<file path="config.mk">
export PLATFORM = sky130hd
export DESIGN_NAME = bidir_bus_ctrl
export DESIGN_NICKNAME = d
export VERILOG_FILES = /design/src/rtl/bidir_bus_ctrl.sv
export SDC_FILE = /design/constraint.sdc
export NUM_CORES = 1
export LEC_CHECK = 0
export BUFFER_PORTS_ARGS = -buffer_cell sky130_fd_sc_hd__buf_2
export CORE_MARGIN = 4
export CORE_UTILIZATION = 51
export CTS_CLUSTER_DIAMETER = 100
export DETAILED_ROUTE_END_ITERATION = 6
export PLACE_DENSITY = 0.77
export SYNTH_ARGS = -nofsm -noshare
export SYNTH_HDL_FRONTEND = slang
export SYNTH_SLANG_ARGS = --single-unit
</file>
<file path="constraint.sdc">
create_clock -name clk -period 2 [get_ports clk]
set_clock_uncertainty 0.15 [all_clocks]
set_input_delay 0.2 -clock clk [delete_from_list [all_inputs] [get_ports clk]]
set_output_delay 0.2 -clock clk [all_outputs]
set_load 0.01 [all_outputs]
</file>
<file path="src/rtl/bidir_bus_ctrl.sv">
// Half-duplex controller sharing one bidirectional pin between a write and a read stream.
// Arbitrates, inserts turnaround gaps on direction change and caps bursts when opposed.
module bidir_bus_ctrl #(
    parameter int unsigned WIDTH       = 4,
    parameter int unsigned TURN_CYCLES = 1,
    parameter int unsigned MAX_BURST   = 8
) (
    input  logic             clk,
    input  logic             rst_n,
    input  logic             wr_valid,
    input  logic [WIDTH-1:0] wr_data,
    output logic             wr_ready,
    input  logic             rd_req,
    output logic             rd_ready,
    output logic [WIDTH-1:0] rd_data,
    output logic             rd_valid,
    output logic [WIDTH-1:0] Dout,
    output logic             OE,
    input  logic [WIDTH-1:0] Din,
    output logic             dir
);

    localparam int unsigned BW = $clog2(MAX_BURST + 1);
    localparam int unsigned TW = $clog2(TURN_CYCLES + 1);
    localparam logic [BW-1:0] BURST_LAST = BW'(MAX_BURST - 1);
    localparam logic [BW-1:0] BURST_MAX  = BW'(MAX_BURST);
    localparam logic [TW-1:0] TURN_LAST  = TW'(TURN_CYCLES - 1);

    typedef enum logic [1:0] {StIdle, StTurn, StWrite, StRead} state_e;

    state_e          state_q, state_d;
    logic            dir_q, dir_d;
    logic            last_wr_q, last_wr_d;
    logic            to_wr_q, to_wr_d;
    logic [BW-1:0]   burst_q, burst_d;
    logic [TW-1:0]   turn_q, turn_d;

    logic             oe_q;
    logic [WIDTH-1:0] dout_q;
    logic             samp_q;
    logic [WIDTH-1:0] rd_data_q;
    logic             rd_valid_q;

    logic want_any;
    logic want_wr;
    logic wr_acc;
    logic rd_acc;

    assign wr_ready = (state_q == StWrite);
    assign rd_ready = (state_q == StRead);
    assign wr_acc   = wr_ready & wr_valid;
    assign rd_acc   = rd_ready & rd_req;

    assign dir      = dir_q;
    assign OE       = oe_q;
    assign Dout     = dout_q;
    assign rd_data  = rd_data_q;
    assign rd_valid = rd_valid_q;

    always_comb begin
        state_d   = state_q;
        dir_d     = dir_q;
        last_wr_d = last_wr_q;
        to_wr_d   = to_wr_q;
        burst_d   = burst_q;
        turn_d    = turn_q;
        want_any  = wr_valid | rd_req;
        // With both sides pending, serve the direction not served last time.
        want_wr   = (wr_valid & rd_req) ? ~last_wr_q : wr_valid;

        case (state_q)
            StIdle: begin
                if (want_any) begin
                    if (want_wr == dir_q) begin
                        state_d   = want_wr ? StWrite : StRead;
                        last_wr_d = want_wr;
                    end else begin
                        state_d = StTurn;
                        to_wr_d = want_wr;
                        turn_d  = '0;
                    end
                end
            end
            StTurn: begin
                if (turn_q == TURN_LAST) begin
                    state_d   = to_wr_q ? StWrite : StRead;
                    dir_d     = to_wr_q;
                    last_wr_d = to_wr_q;
                end else begin
                    turn_d = turn_q + 1'b1;
                end
            end
            StWrite: begin
                if (!wr_valid) begin
                    state_d = StIdle;
                    burst_d = '0;
                end else if (rd_req && burst_q >= BURST_LAST) begin
                    state_d = StIdle;
                    burst_d = '0;
                end else if (burst_q != BURST_MAX) begin
                    burst_d = burst_q + 1'b1;
                end
            end
            StRead: begin
                if (!rd_req) begin
                    state_d = StIdle;
                    burst_d = '0;
                end else if (wr_valid && burst_q >= BURST_LAST) begin
                    state_d = StIdle;
                    burst_d = '0;
                end else if (burst_q != BURST_MAX) begin
                    burst_d = burst_q + 1'b1;
                end
            end
            default: state_d = StIdle;
        endcase
    end

    always_ff @(posedge clk) begin
        if (!rst_n) begin
            state_q   <= StIdle;
            dir_q     <= 1'b0;
            last_wr_q <= 1'b0;
            to_wr_q   <= 1'b0;
            burst_q   <= '0;
            turn_q    <= '0;
        end else begin
            state_q   <= state_d;
            dir_q     <= dir_d;
            last_wr_q <= last_wr_d;
            to_wr_q   <= to_wr_d;
            burst_q   <= burst_d;
            turn_q    <= turn_d;
        end
    end

    // Beats use the pin the cycle after acceptance; reads land one cycle later still.
    always_ff @(posedge clk) begin
        if (!rst_n) begin
            oe_q       <= 1'b0;
            dout_q     <= '0;
            samp_q     <= 1'b0;
            rd_data_q  <= '0;
            rd_valid_q <= 1'b0;
        end else begin
            oe_q       <= wr_acc;
            samp_q     <= rd_acc;
            rd_valid_q <= samp_q;
            if (wr_acc) begin
                dout_q <= wr_data;
            end
            if (samp_q) begin
                rd_data_q <= Din;
            end
        end
    end

endmodule

</file>
[Word-level counts from Yosys, hierarchy flattened]
Index checks and enable logic that the tools add are counted.
Word-level totals
  register bits: 21
  input port bits: 12
  output and inout bits: 13
  word-level logic and storage cells: 67
Operators by class
  add/subtract/negate cells: 2
  magnitude comparators: 1
  equal/unequal tests: 11
  mux-type cells: 25
  bitwise operators: 7
  reductions and logical operators: 10
Operators with widths (number)
  $mux 4: 5
  $mux 2: 7
  $mux 1: 9
  $ne 2x2->1 const B: 4
  $pmux 2 s4: 1
  $pmux 4 s2: 1
  $reduce_and 4->1: 2
  $ne 3x2->1 const B: 2
  $reduce_and 3->1: 2
  $add 4x1->4 const B: 1
  $eq 2x2->1 const B: 2
  $ge 4x3->1 const B: 1
  $ne 4x4->1 const B: 1
  $pmux 1 s2: 2
  $reduce_bool 2->1: 2
  $and 1x1->1: 3
  $not 1->1: 3
  $eq 2x1->1 const B: 1
  $logic_and 1x1->1: 2
  $logic_not 2->1: 1
  $reduce_and 2->1: 1
  $add 1x1->1 const B: 1
  $eq 1x1->1: 1
  $or 1x1->1: 1

[Longest topological paths before layout]
  depth in word-level cells: 6
  gate-level depth with buffers: 7
  depth with buffers taken out: 6

[Least setup slack after synthesis]
No wires, ideal clock.
  kind: input -> register
  from: input wr_valid
  to: register to_wr_q
  library setup time: 0.116 ns
  arrival: 1.290 ns
  required time: 1.734 ns
  setup slack: 0.444 ns
  cell stages on the path: 7
  path buffers: 1
  cell sequence: buf_6 -> a21boi_2 -> ha_1 -> inv_1 -> nor4b_2 -> mux2i_1 -> nor2b_1
On the way
  cells in the longest elaborated chain, start to end: 5
  elaborated cells between the ends (all ways): 6
Ends and longest elaborated chain
  start: declaration: line 10  | input logic wr_valid,
  $and 1x1->1: line 69  | want_wr = (wr_valid & rd_req) ? ~last_wr_q : wr_valid;
  $mux 1 *: line 69
  net want_wr: line 45  | logic want_wr;
  $eq 1x1->1: line 74  | if (want_wr == dir_q) begin
  $not 1->1 (no source line)
  $reduce_and 3->1 (no source line)
  end signal: assignment: line 131  | to_wr_q <= to_wr_d;
  end: declaration: line 34  | logic to_wr_q, to_wr_d;
The timed path passes the listed nets; every way through them passes the cells marked *.
A chain may end at the register's enable or synchronous reset.

[Worst setup path in the final report]
  from: register state_q[1]
  to: output rd_ready
On the way
  cells in the longest elaborated chain, start to end: 1
Ends and longest elaborated chain
  start: declaration: line 31  | state_e state_q, state_d;
  start signal: assignment: line 121  | state_q <= StIdle;
  start signal: assignment: line 128  | state_q <= state_d;
  $eq 2x2->1: line 50  | assign rd_ready = (state_q == StRead);
  end: declaration: line 14  | output logic rd_ready,
No other way between the ends.

==> flow_summary_export.csv <==
group,metric,value,unit
sta,setup_repair_after_global_routing_missed_its_margin,"false",
global_routing,overflow_left_after_global_routing,0,
detailed_routing,routedWlPerCell,12.35,um
worst_setup_path,worstPathCellList,"and2_1 > buf_2",
floorplan,placementRows,15,
final_layout,n_fill_cell,153,
worst_setup_path,timing.setup.critical_path_class,"flip-flop to output pin",
power_and_ir_drop,total_power,993.8,uW
final_layout,drive_gt1_share,24.43,%
yosys,post_synth_main_area_contributors,"dfxtp_1, mux2i_1, nor2b_1, ha_1, nand2_1",
yosys,synth_area_leader_cell,"dfxtp_1",
min_path,hold-path-endpoint,"Dout[3]",
floorplan,core_area,1802,sq um
yosys,synth_fp_nets,123,
sta,drv_slew,0,
placed_design,finalWeightedCongestion,0.7649,
clock_tree,tritoncts,"yes",
detailed_routing,ant_nets,0,
worst_setup_path,critical_path_required,1.65,ns
power_and_ir_drop,static-leakage-power,0.5028,nW
power_and_ir_drop,irDropWorstVdd,0.0005896,V
final_layout,mostFrequentLayoutCells,"buf_2, dfxtp_1, nor2b_1",
detailed_routing,dr.pass1.iters,4,
yosys,area_of_the_mapped_netlist,1010,sq um
final_layout,seq_area,400.4,sq um
final_layout,layout-area-overhead-vs-synth,18.09,%
clock_tree,h-tree-depth,1,
run,max_cap_violations,0,
final_layout,nNetsFinal,147,
yosys,yosys.cell_types.count,38,
worst_setup_path,critical-path-slowest-cell,"dfxtp_1",
clock_tree,clk_latency,0.29,ns
global_routing,grt_start_max_net_pins,22,
clock_tree,post-cts-setup-buffer-count,0,
worst_setup_path,critical_path.reg2reg.startpoint,"state_q[1]",
yosys,synth_cells,108,
worst_setup_path,startpoint_type_of_the_worst_setup_path,"flip-flop",
final_layout,multiInputGateArea,556.8,sq um
yosys,synth_top_area_share,39.65,%
sta,relSlewSlack,58.71,%
yosys,synth-seq-area-share,39.65,%
sta,timing.final.crit_share,89.22,%
sta,timing.final.crit_period,1.784,ns
worst_setup_path,endpoint_kind,"output pin",
worst_setup_path,critPathMaxStageDelay,0.74,ns
power_and_ir_drop,areal_power_density_over_the_cells,833.5,nW/um^2
sta,final-hold-violation-count,0,
detailed_routing,wl,1926,um
clock_tree,clockRootBuffer,"clkbuf_4",
worst_setup_path,crit_arrival,1.43,ns
sta,setup_violations,0,
worst_setup_path,critPathMaxFanout,21,
final_layout,layout.cells.most_common,"buf_2",
detailed_routing,detailedRoute.firstIterationViolations,12,
clock_tree,tritoncts_num_sinks,20,
worst_setup_path,critical_path.reg2reg.endpoint,"Dout[2]",
detailed_routing,per_cell_via_count_in_the_routed_design,5.269,
worst_setup_path,rrSetupSlack,0.32,ns
yosys,syn_avg_cell_area,9.349,sq um
global_routing,number_of_antenna_violations_at_the_first_check_in_global_routing,0,
detailed_routing,detailroute.via_count,822,
floorplan,initial_utilization,56.04,%
min_path,min_path_type,"input port to flip-flop",
min_path,min_path_cells,3,
clock_tree,cts-buffers-inserted,3,
sta,clock.fmax,560.4,MHz
floorplan,floorplan.die.height,52.50,um
placed_design,dp.final_hpwl,1426,um
min_path,worst_hold_startpoint,"wr_data[3]",
worst_setup_path,timing.reg2reg.worst_path_depth,4,
floorplan,chipWidth,52.50,um
floorplan,floorplan.die_area,2756,sq um
global_routing,track_usage,16.74,%
yosys,yosys_warnings,0,
clock_tree,cts.clk_slew.worst_paths,0.11,ns
global_routing,wire_length_of_the_first_global_routing_pass,3505,um
yosys,synthesis_stage_register_bit_count,20,
status,outcome,"finished clean",
sta,tns,0,ns
global_routing,first_global_vias,836,
floorplan,io_count,25,
detailed_routing,detail_route.drc_violations,0,
clock_tree,clockBufferDepth,2,
final_layout,antenna_cells_inserted,0,
placed_design,port-buffer-count,24,
clock_tree,resize_count_post_cts,0,
sta,worst_pin_slew,0.6186,ns
==> sequential cells by signal, summed over array words and instances (netlist names) <==
register,flops
Dout,4
OE,1
burst_q,4
dir,1
last_wr_q,1
rd_data,4
rd_valid,1
samp_q,1
state_q,2
to_wr_q,1
==> layout make-up <==
class	instances	share of cell area, %
clock buffer	3	1.889
sequential	20	33.58
inverter	3	0.9444
clock inverter	1	2.518
multi-input combinational	78	46.69
tap	25	2.623
timing repair buffer	26	11.75
==> per-layer routing <==
metal / routed length (um) / part of all wire (%) / global-route usage, %
met1: 916 / 48 / 21.82
met2: 890 / 46 / 26.86
met3: 109 / 5.7 / 4.274
met4: 10 / 0.52 / 5.106
met5: 0 / 0 / 0
==> cells in the mapped netlist (all sizes together) <==
cell	n
mux2i	10
o31ai	1
nor4b	1
o221ai	1
or2	1
dfxtp	20
o211ai	1
a21boi	2
or3b	1
o21ai	1
nor3b	1
a21oi	4
buf	5
inv	3
o31a	1
nand3	3
ha	3
nand2b	3
nor2	2
a21o	2
and3	1
a211oi	1
nand2	9
nor2b	14
o22ai	1
a221oi	1
or3	1
o21a	2
a311oi	1
clkbuf	2
o32a	1
a32o	1
and2	4
nor3	3
==> critical path, delay by kind of cell, from the launching register on <==
kind	cells	cell delay, ns
DFF	1	0.74
and+or+nand+nor	1	0.26
buffers and inverters	1	0.15
==> worst max path at each step <==
stage          startpoint        to  slack [ns]  cells past startpoint
4_1_cts        state_q[1]  rd_ready        0.19                      2
6_report       state_q[1]  rd_ready        0.22                      2
3_3_place_gp     wr_valid   to_wr_q        0.36                      7
5_1_grt        state_q[1]  rd_ready        0.07                      2
2_1_floorplan    wr_valid   to_wr_q        0.44                      7
3_5_place_dp     wr_valid   to_wr_q        0.27                      7
==> through the flow <==
stage | setup WS (ns) | instances | cell area, sq um | util, % | hold WS (ns)
global route | 0.07479 | 156 | 1192 | 66.18 | 0.01445
detailed placement | 0.2671 | 150 | 1120 | 62.15 | 0.3193
CTS | 0.1881 | 156 | 1192 | 66.18 | 0.003765
finish | 0.2156 | 156 | 1192 | 66.18 | 0.01714
global placement | 0.3588 | 150 | 1120 | 62.15 | 0.3056
floorplan | 0.4439 | 108 | 1010 | - | 0.1782
==> cells by family (layout without fill, tap and decap cells) <==
| logic type | count (synthesis) | in the layout | synth area share (%) |
|---|---|---|---|
| AO/OA/AOI/OAI | 21 | 21 | 15.74 |
| adder cells (fa/ha/maj) | 3 | 3 | 3.718 |
| buffers and inverters | 10 | 33 | 5.204 |
| flip-flops | 20 | 20 | 39.65 |
| multiplexers | 10 | 10 | 9.914 |
| AND/OR/NAND/NOR | 44 | 44 | 25.77 |
==> what timing repair did <==
item,CTS,global route
hold buffers,2,0
hold endpoints to repair,2,0
setup endpoints to repair,0,0
==> report_power, final <==
part	switching, mW	total (mW)	internal (mW)
clock network	0.119	0.322	0.202
registers	0.0528	0.479	0.427
logic	0.0919	0.193	0.101
total	0.264	0.994	0.730
No activity file was read; power rests on OpenSTA's default activity.
